==> src/rtl/arb16_pkg.sv <==
// rtl/arb16_pkg.sv - shared constants and types for the 16-source round-robin arbiter
//
// Purpose: FSM state encodings, source count and select width shared by the
//          arbiter, its search sub-module and the bench.
// Ports:   none (package).
package arb16_pkg;

  localparam int NSRC = 16;
  localparam int SELW = 4;

  localparam logic [0:0] ST_IDLE = 1'b0;
  localparam logic [0:0] ST_BUSY = 1'b1;

  typedef logic [NSRC-1:0] vec_t;
  typedef logic [SELW-1:0] idx_t;

endpackage

==> src/rtl/rr_pick16.sv <==
// rtl/rr_pick16.sv - round-robin first-set search over 16 request lines
//
// Purpose: find the first set bit of req searching start, start+1, ... mod 16.
// Ports:   req   - request vector
//          start - index where the search begins
//          found - at least one request bit is set
//          idx   - index of the first set bit in search order (0 when !found)
module rr_pick16
  import arb16_pkg::*;
(
  input  vec_t req,
  input  idx_t start,
  output logic found,
  output idx_t idx
);

  vec_t rot;
  idx_t off;

  always_comb begin
    // Rotate right by start so that bit 0 of rot is source 'start'; the
    // lowest set bit of rot is then the winner, offset from start.
    rot   = vec_t'({req, req} >> start);
    off   = '0;
    found = 1'b0;
    for (int i = NSRC - 1; i >= 0; i--) begin
      if (rot[i]) begin
        off   = idx_t'(i);
        found = 1'b1;
      end
    end
    idx = found ? idx_t'(start + off) : '0;
  end

endmodule

==> src/rtl/arb16_rr.sv <==
// rtl/arb16_rr.sv - 16-source round-robin arbiter with hold limit and data mux
//
// Purpose: grants one of 16 requesters, rotating priority after each release,
//          preempting an owner that has held for HOLD_MAX cycles while others
//          wait, and muxes the owner's data bit onto dout.
// Ports:   clk       - clock, rising edge
//          rst_n     - asynchronous active-low reset
//          req[15:0] - request per source
//          din[15:0] - data bit per source
//          gnt[15:0] - registered one-hot grant
//          sel[3:0]  - registered index of the granted source
//          gnt_valid - gnt/sel name a valid owner
//          dout      - din[sel] while gnt_valid, else 0
module arb16_rr
  import arb16_pkg::*;
#(
  parameter int HOLD_MAX = 8
) (
  input  logic        clk,
  input  logic        rst_n,
  input  logic [15:0] req,
  input  logic [15:0] din,
  output logic [15:0] gnt,
  output logic [3:0]  sel,
  output logic        gnt_valid,
  output logic        dout
);

  logic [0:0] state;
  idx_t       ptr;
  logic [7:0] hold_cnt;

  idx_t sel_inc;
  vec_t others;
  logic new_found;
  idx_t new_idx;
  logic pre_found;
  idx_t pre_idx;
  logic hold_top;

  assign sel_inc  = idx_t'(sel + 1'b1);
  assign others   = req & ~(vec_t'(1) << sel);
  assign hold_top = (hold_cnt == 8'(HOLD_MAX - 1));

  // Fresh grant from IDLE searches from the rotating pointer.
  rr_pick16 u_pick_new (
    .req   (req),
    .start (ptr),
    .found (new_found),
    .idx   (new_idx)
  );

  // Preemption looks only at the other requesters, starting after the owner.
  rr_pick16 u_pick_pre (
    .req   (others),
    .start (sel_inc),
    .found (pre_found),
    .idx   (pre_idx)
  );

  always_ff @(posedge clk or negedge rst_n) begin
    if (!rst_n) begin
      state     <= ST_IDLE;
      gnt       <= '0;
      sel       <= '0;
      gnt_valid <= 1'b0;
      ptr       <= '0;
      hold_cnt  <= '0;
    end else begin
      case (state)
        ST_IDLE: begin
          if (new_found) begin
            state     <= ST_BUSY;
            sel       <= new_idx;
            gnt       <= vec_t'(1) << new_idx;
            gnt_valid <= 1'b1;
            hold_cnt  <= '0;
          end
        end
        ST_BUSY: begin
          if (!req[sel]) begin
            // Release always goes through IDLE: one bubble before any regrant.
            state     <= ST_IDLE;
            gnt       <= '0;
            gnt_valid <= 1'b0;
            ptr       <= sel_inc;
            hold_cnt  <= '0;
          end else if (hold_top && pre_found) begin
            // Hand over directly, no bubble.
            sel      <= pre_idx;
            gnt      <= vec_t'(1) << pre_idx;
            ptr      <= sel_inc;
            hold_cnt <= '0;
          end else if (!hold_top) begin
            hold_cnt <= hold_cnt + 8'd1;
          end
        end
        default: begin
          state     <= ST_IDLE;
          gnt       <= '0;
          gnt_valid <= 1'b0;
        end
      endcase
    end
  end

  assign dout = gnt_valid & din[sel];

endmodule

==> config.mk <==
export PLATFORM = sky130hd
export DESIGN_NAME = arb16_rr
export DESIGN_NICKNAME = d
export VERILOG_FILES = /design/src/rtl/arb16_pkg.sv /design/src/rtl/rr_pick16.sv /design/src/rtl/arb16_rr.sv
export SDC_FILE = /design/constraint.sdc
export NUM_CORES = 1
export LEC_CHECK = 0
export CORE_MARGIN = 5
export CORE_UTILIZATION = 46
export CTS_BUF_LIST = sky130_fd_sc_hd__clkbuf_4 sky130_fd_sc_hd__clkbuf_8 sky130_fd_sc_hd__clkbuf_16
export DETAILED_ROUTE_END_ITERATION = 8
export PLACE_DENSITY = 0.74
export SLEW_MARGIN = 0
export SYNTH_ARGS = -nofsm -noshare
export SYNTH_HDL_FRONTEND = slang
export SYNTH_SLANG_ARGS = --single-unit
==> constraint.sdc <==
create_clock -name clk -period 9.5 [get_ports clk]
set_clock_uncertainty 0.05 [all_clocks]
set_input_delay 2.85 -clock clk [delete_from_list [all_inputs] [get_ports clk]]
set_output_delay 2.85 -clock clk [all_outputs]
set_load 0.05 [all_outputs]
==> flow_summary_export.csv <==
group,metric,value,unit
floorplan,fp-row-count,39,
global_routing,grt.total_usage,23.2,%
logic_synthesis,synth_enable_flop_cells,0,
route,routed_wire_length_per_instance,19.8,um
logic_synthesis,synth_warn,0,
route,vias,5476,
status,outcome,"completed",
global_routing,global_route.overflow_total,0,
global_routing,grt_max_degree,35,
place,finalWeightedCongestion,0.954,
setup_path,critical-path-top-delay-family,"buffers and inverters",
setup_path,worstSetupPathDepth,5,
setup_path,r2r.worst_path.cells,19,
setup_path,crit_path_max_fanout,1,
setup_path,endpoint_kind,"output port",
clock_network,max-clock-path-buffers,2,
setup_path,critical_path.endpoint,"dout",
setup_path,worst_ep_arrival_time,5.11,ns
setup_path,slowest_stage,"clkdlybuf4s50_1",
route,antenna_left,0,
sta,period_share,84.3,%
global_routing,grt_pass1_wl,27200,um
setup_path,path_class,"input port to output port",
sta,worstMarginPinSlew,1.03,ns
clock_network,post_cts.resized_instances,0,
final_layout,num-fill-cells,1096,
hold_path,hp-class,"register to register",
sta,grt_setup_unrepaired,"no",
logic_synthesis,post_synthesis_instance_area,5370,um2
clock_network,h-tree-depth,2,
clock_network,clk_pin_slew,0.05,ns
setup_path,rr_startpoint,"sel[0]$_DFFE_PN0P_",
sta,relSlewSlack,31.4,%
logic_synthesis,synth.lib_cells_used.distinct,79,
logic_synthesis,yosys.area.top_type_share,15.9,%
logic_synthesis,synth_seq_area_share,15.9,%
clock_network,cts_post_setup_buffers_inserted,0,
floorplan,core-area,11400,um2
route,routed_wl,16400,um
route,detail_route.vias_per_cell,6.61,
sta,fin_setup_tns,0,ns
logic_synthesis,syn-mean-instance-area,8.03,um2
sta,peak_freq,125,MHz
floorplan,floorplan.die_area,13900,um2
clock_network,cts_buffers,5,
clock_network,cts.root.buffer_cell,"clkbuf_16",
route,drt_pass1_iterations,8,
floorplan,start_util,47.0,%
setup_path,crit_chain,"clkdlybuf4s50_1 -> mux4_2 -> mux4_2 -> and2_1 -> clkdlybuf4s50_1",
place,io_buffers,55,
floorplan,die-height,118,um
logic_synthesis,cell_types_with_the_largest_area_share_after_synthesis,"dfrtp_1 16%, mux4_2 12%, mux2i_1 7.6%",
final_layout,layout-drive-gt1-share,12.2,%
logic_synthesis,synth.ff_latch_count,34,
logic_synthesis,synth-main-ff-cell,"dfrtp_1",
final_layout,n_antenna_cell,0,
final_layout,combined_flip_flop_and_latch_cell_area,851,um2
setup_path,cp.buffers_inverters,2,
sta,finalCriticalPeriod,8.01,ns
place,hpwlAfterDp,12500,um
final_layout,nNetsFinal,734,
route,drcViolationCount,0,
clock_network,clock_sinks,34,
setup_path,critical_path.reg2reg.endpoint,"sel[3]$_DFFE_PN0P_",
sta,final-hold-violation-count,0,
sta,final_report_setup_violation_count,0,
floorplan,die-width,118,um
logic_synthesis,postSynth.asyncResetShare,100,%
final_layout,synthToLayoutAreaGrowth,12.8,%
job,max_cap_viol_count,0,
setup_path,r2r_slack,2.98,ns
logic_synthesis,yosys.area.top_type,"dfrtp_1",
final_layout,multiInputGateArea,4210,um2
global_routing,first_global_vias,5333,
route,drt_first_iter_violations,520,
clock_network,cts_hold_buffers,0,
clock_network,cts_tree,"yes",
floorplan,pin_count,56,
setup_path,critPathRequiredTime,6.60,ns
setup_path,cp-start-kind,"input port",
logic_synthesis,synthCells,668,
sta,final-max-slew-violation-count,0,
setup_path,setup.worst_path.start,"din[11]",
logic_synthesis,post_syn_nets,717,
clock_network,insertion_delay,0.28,ns
global_routing,grt_antenna_before_repair,0,
setup_path,critical_path_s_largest_stage_delay,0.69,ns
[cell families after synthesis]
kind of cell               Yosys count  share of synthesized area, %
muxes                               91                          24.2
DFF                                 34                          15.9
and+or+nand+nor                    272                          25.6
buffers and inverters               71                          5.88
adders and majority gates           15                          3.78
xor gates and xnor gates             9                          1.96
AOI/OAI and AO/OA                  176                          22.8
[area by class of cell]
| cell class | instances | share of cell area (%) |
|---|---|---|
| clock buffers | 6 | 2.29 |
| repair buffers | 60 | 9.71 |
| flip-flops and latches | 34 | 14.1 |
| inverters | 21 | 1.30 |
| clock inverters | 2 | 0.207 |
| multi-input cells | 563 | 69.5 |
| well taps | 143 | 2.96 |
[metal layers]
metal	vias up	global-route usage [%]	share of wire [%]	wire (um)
li1	2563	-	-	-
met1	2623	31.2	41	6780
met2	256	37.7	49	7990
met3	34	3.36	7.4	1220
met4	0	8.67	2.6	434
met5	-	0	0	0
[synthesized netlist by cell type (13+ instances only)]
cell type and instances:
and2_1 14, nor2_1 71, o211ai_1 17, buf_2 14
nand3_1 27, clkbuf_1 28, inv_1 18, dfrtp_1 34
a21oi_1 38, nand2_1 72, ha_1 13, mux4_2 29
mux2_2 21, mux2i_1 41, a31oi_1 14, o21ai_0 33
[cells in the final DEF (no fill, tap or decap), types with 6 or more instances in the layout]
cell	netlist	layout
or3_1	9	9
ha_1	13	13
and2_1	14	14
clkdlybuf4s50_1	0	55
o31ai_1	6	6
nor4_1	6	6
a211oi_1	8	8
nor2_1	71	71
nor3_1	11	11
nand3b_1	9	9
mux2_2	21	21
o21ai_0	33	33
o211ai_1	17	17
nand2_1	72	72
a31oi_1	14	13
mux4_2	29	29
mux2i_1	41	41
nor2b_1	10	10
a21oi_1	38	38
dfrtp_1	34	34
nand4_1	9	9
inv_1	18	18
nand3_1	27	27
nand2b_1	12	12
[metrics by stage]
stage	cells	setup slack (ns)	area, um2	utilization, %	hold WS, ns
after floorplan	668	2.53	5370	-	0.416
after global placement	821	1.49	5900	51.7	0.426
after detailed placement	821	1.41	5900	51.7	0.431
after CTS	829	1.48	6050	53.0	0.443
after global routing	829	1.19	6050	53.0	0.478
final	829	1.49	6050	53.0	0.438
[state kept, by name, summed over array words and instances (netlist names)]
signal and cells:
ptr 4, state 1, gnt 16, sel 4, hold_cnt 8, gnt_valid 1
[worst min-delay path by stage]
stage                            start  depth (start not counted)  slack, ns                       to
4_1_cts             gnt[5]$_DFFE_PN0P_                          1       0.44       gnt[5]$_DFFE_PN0P_
3_5_place_dp        gnt[5]$_DFFE_PN0P_                          1       0.43       gnt[5]$_DFFE_PN0P_
3_3_place_gp        gnt[5]$_DFFE_PN0P_                          1       0.43       gnt[5]$_DFFE_PN0P_
2_1_floorplan  hold_cnt[1]$_DFFE_PN0P_                          2       0.42  hold_cnt[1]$_DFFE_PN0P_
5_1_grt             gnt[5]$_DFFE_PN0P_                          1       0.48       gnt[5]$_DFFE_PN0P_
6_report            gnt[5]$_DFFE_PN0P_                          1       0.44       gnt[5]$_DFFE_PN0P_
Power is left out: the tool's default activity adds up to more than one toggle a clock period on the data nets, which glitch-free logic cannot reach.
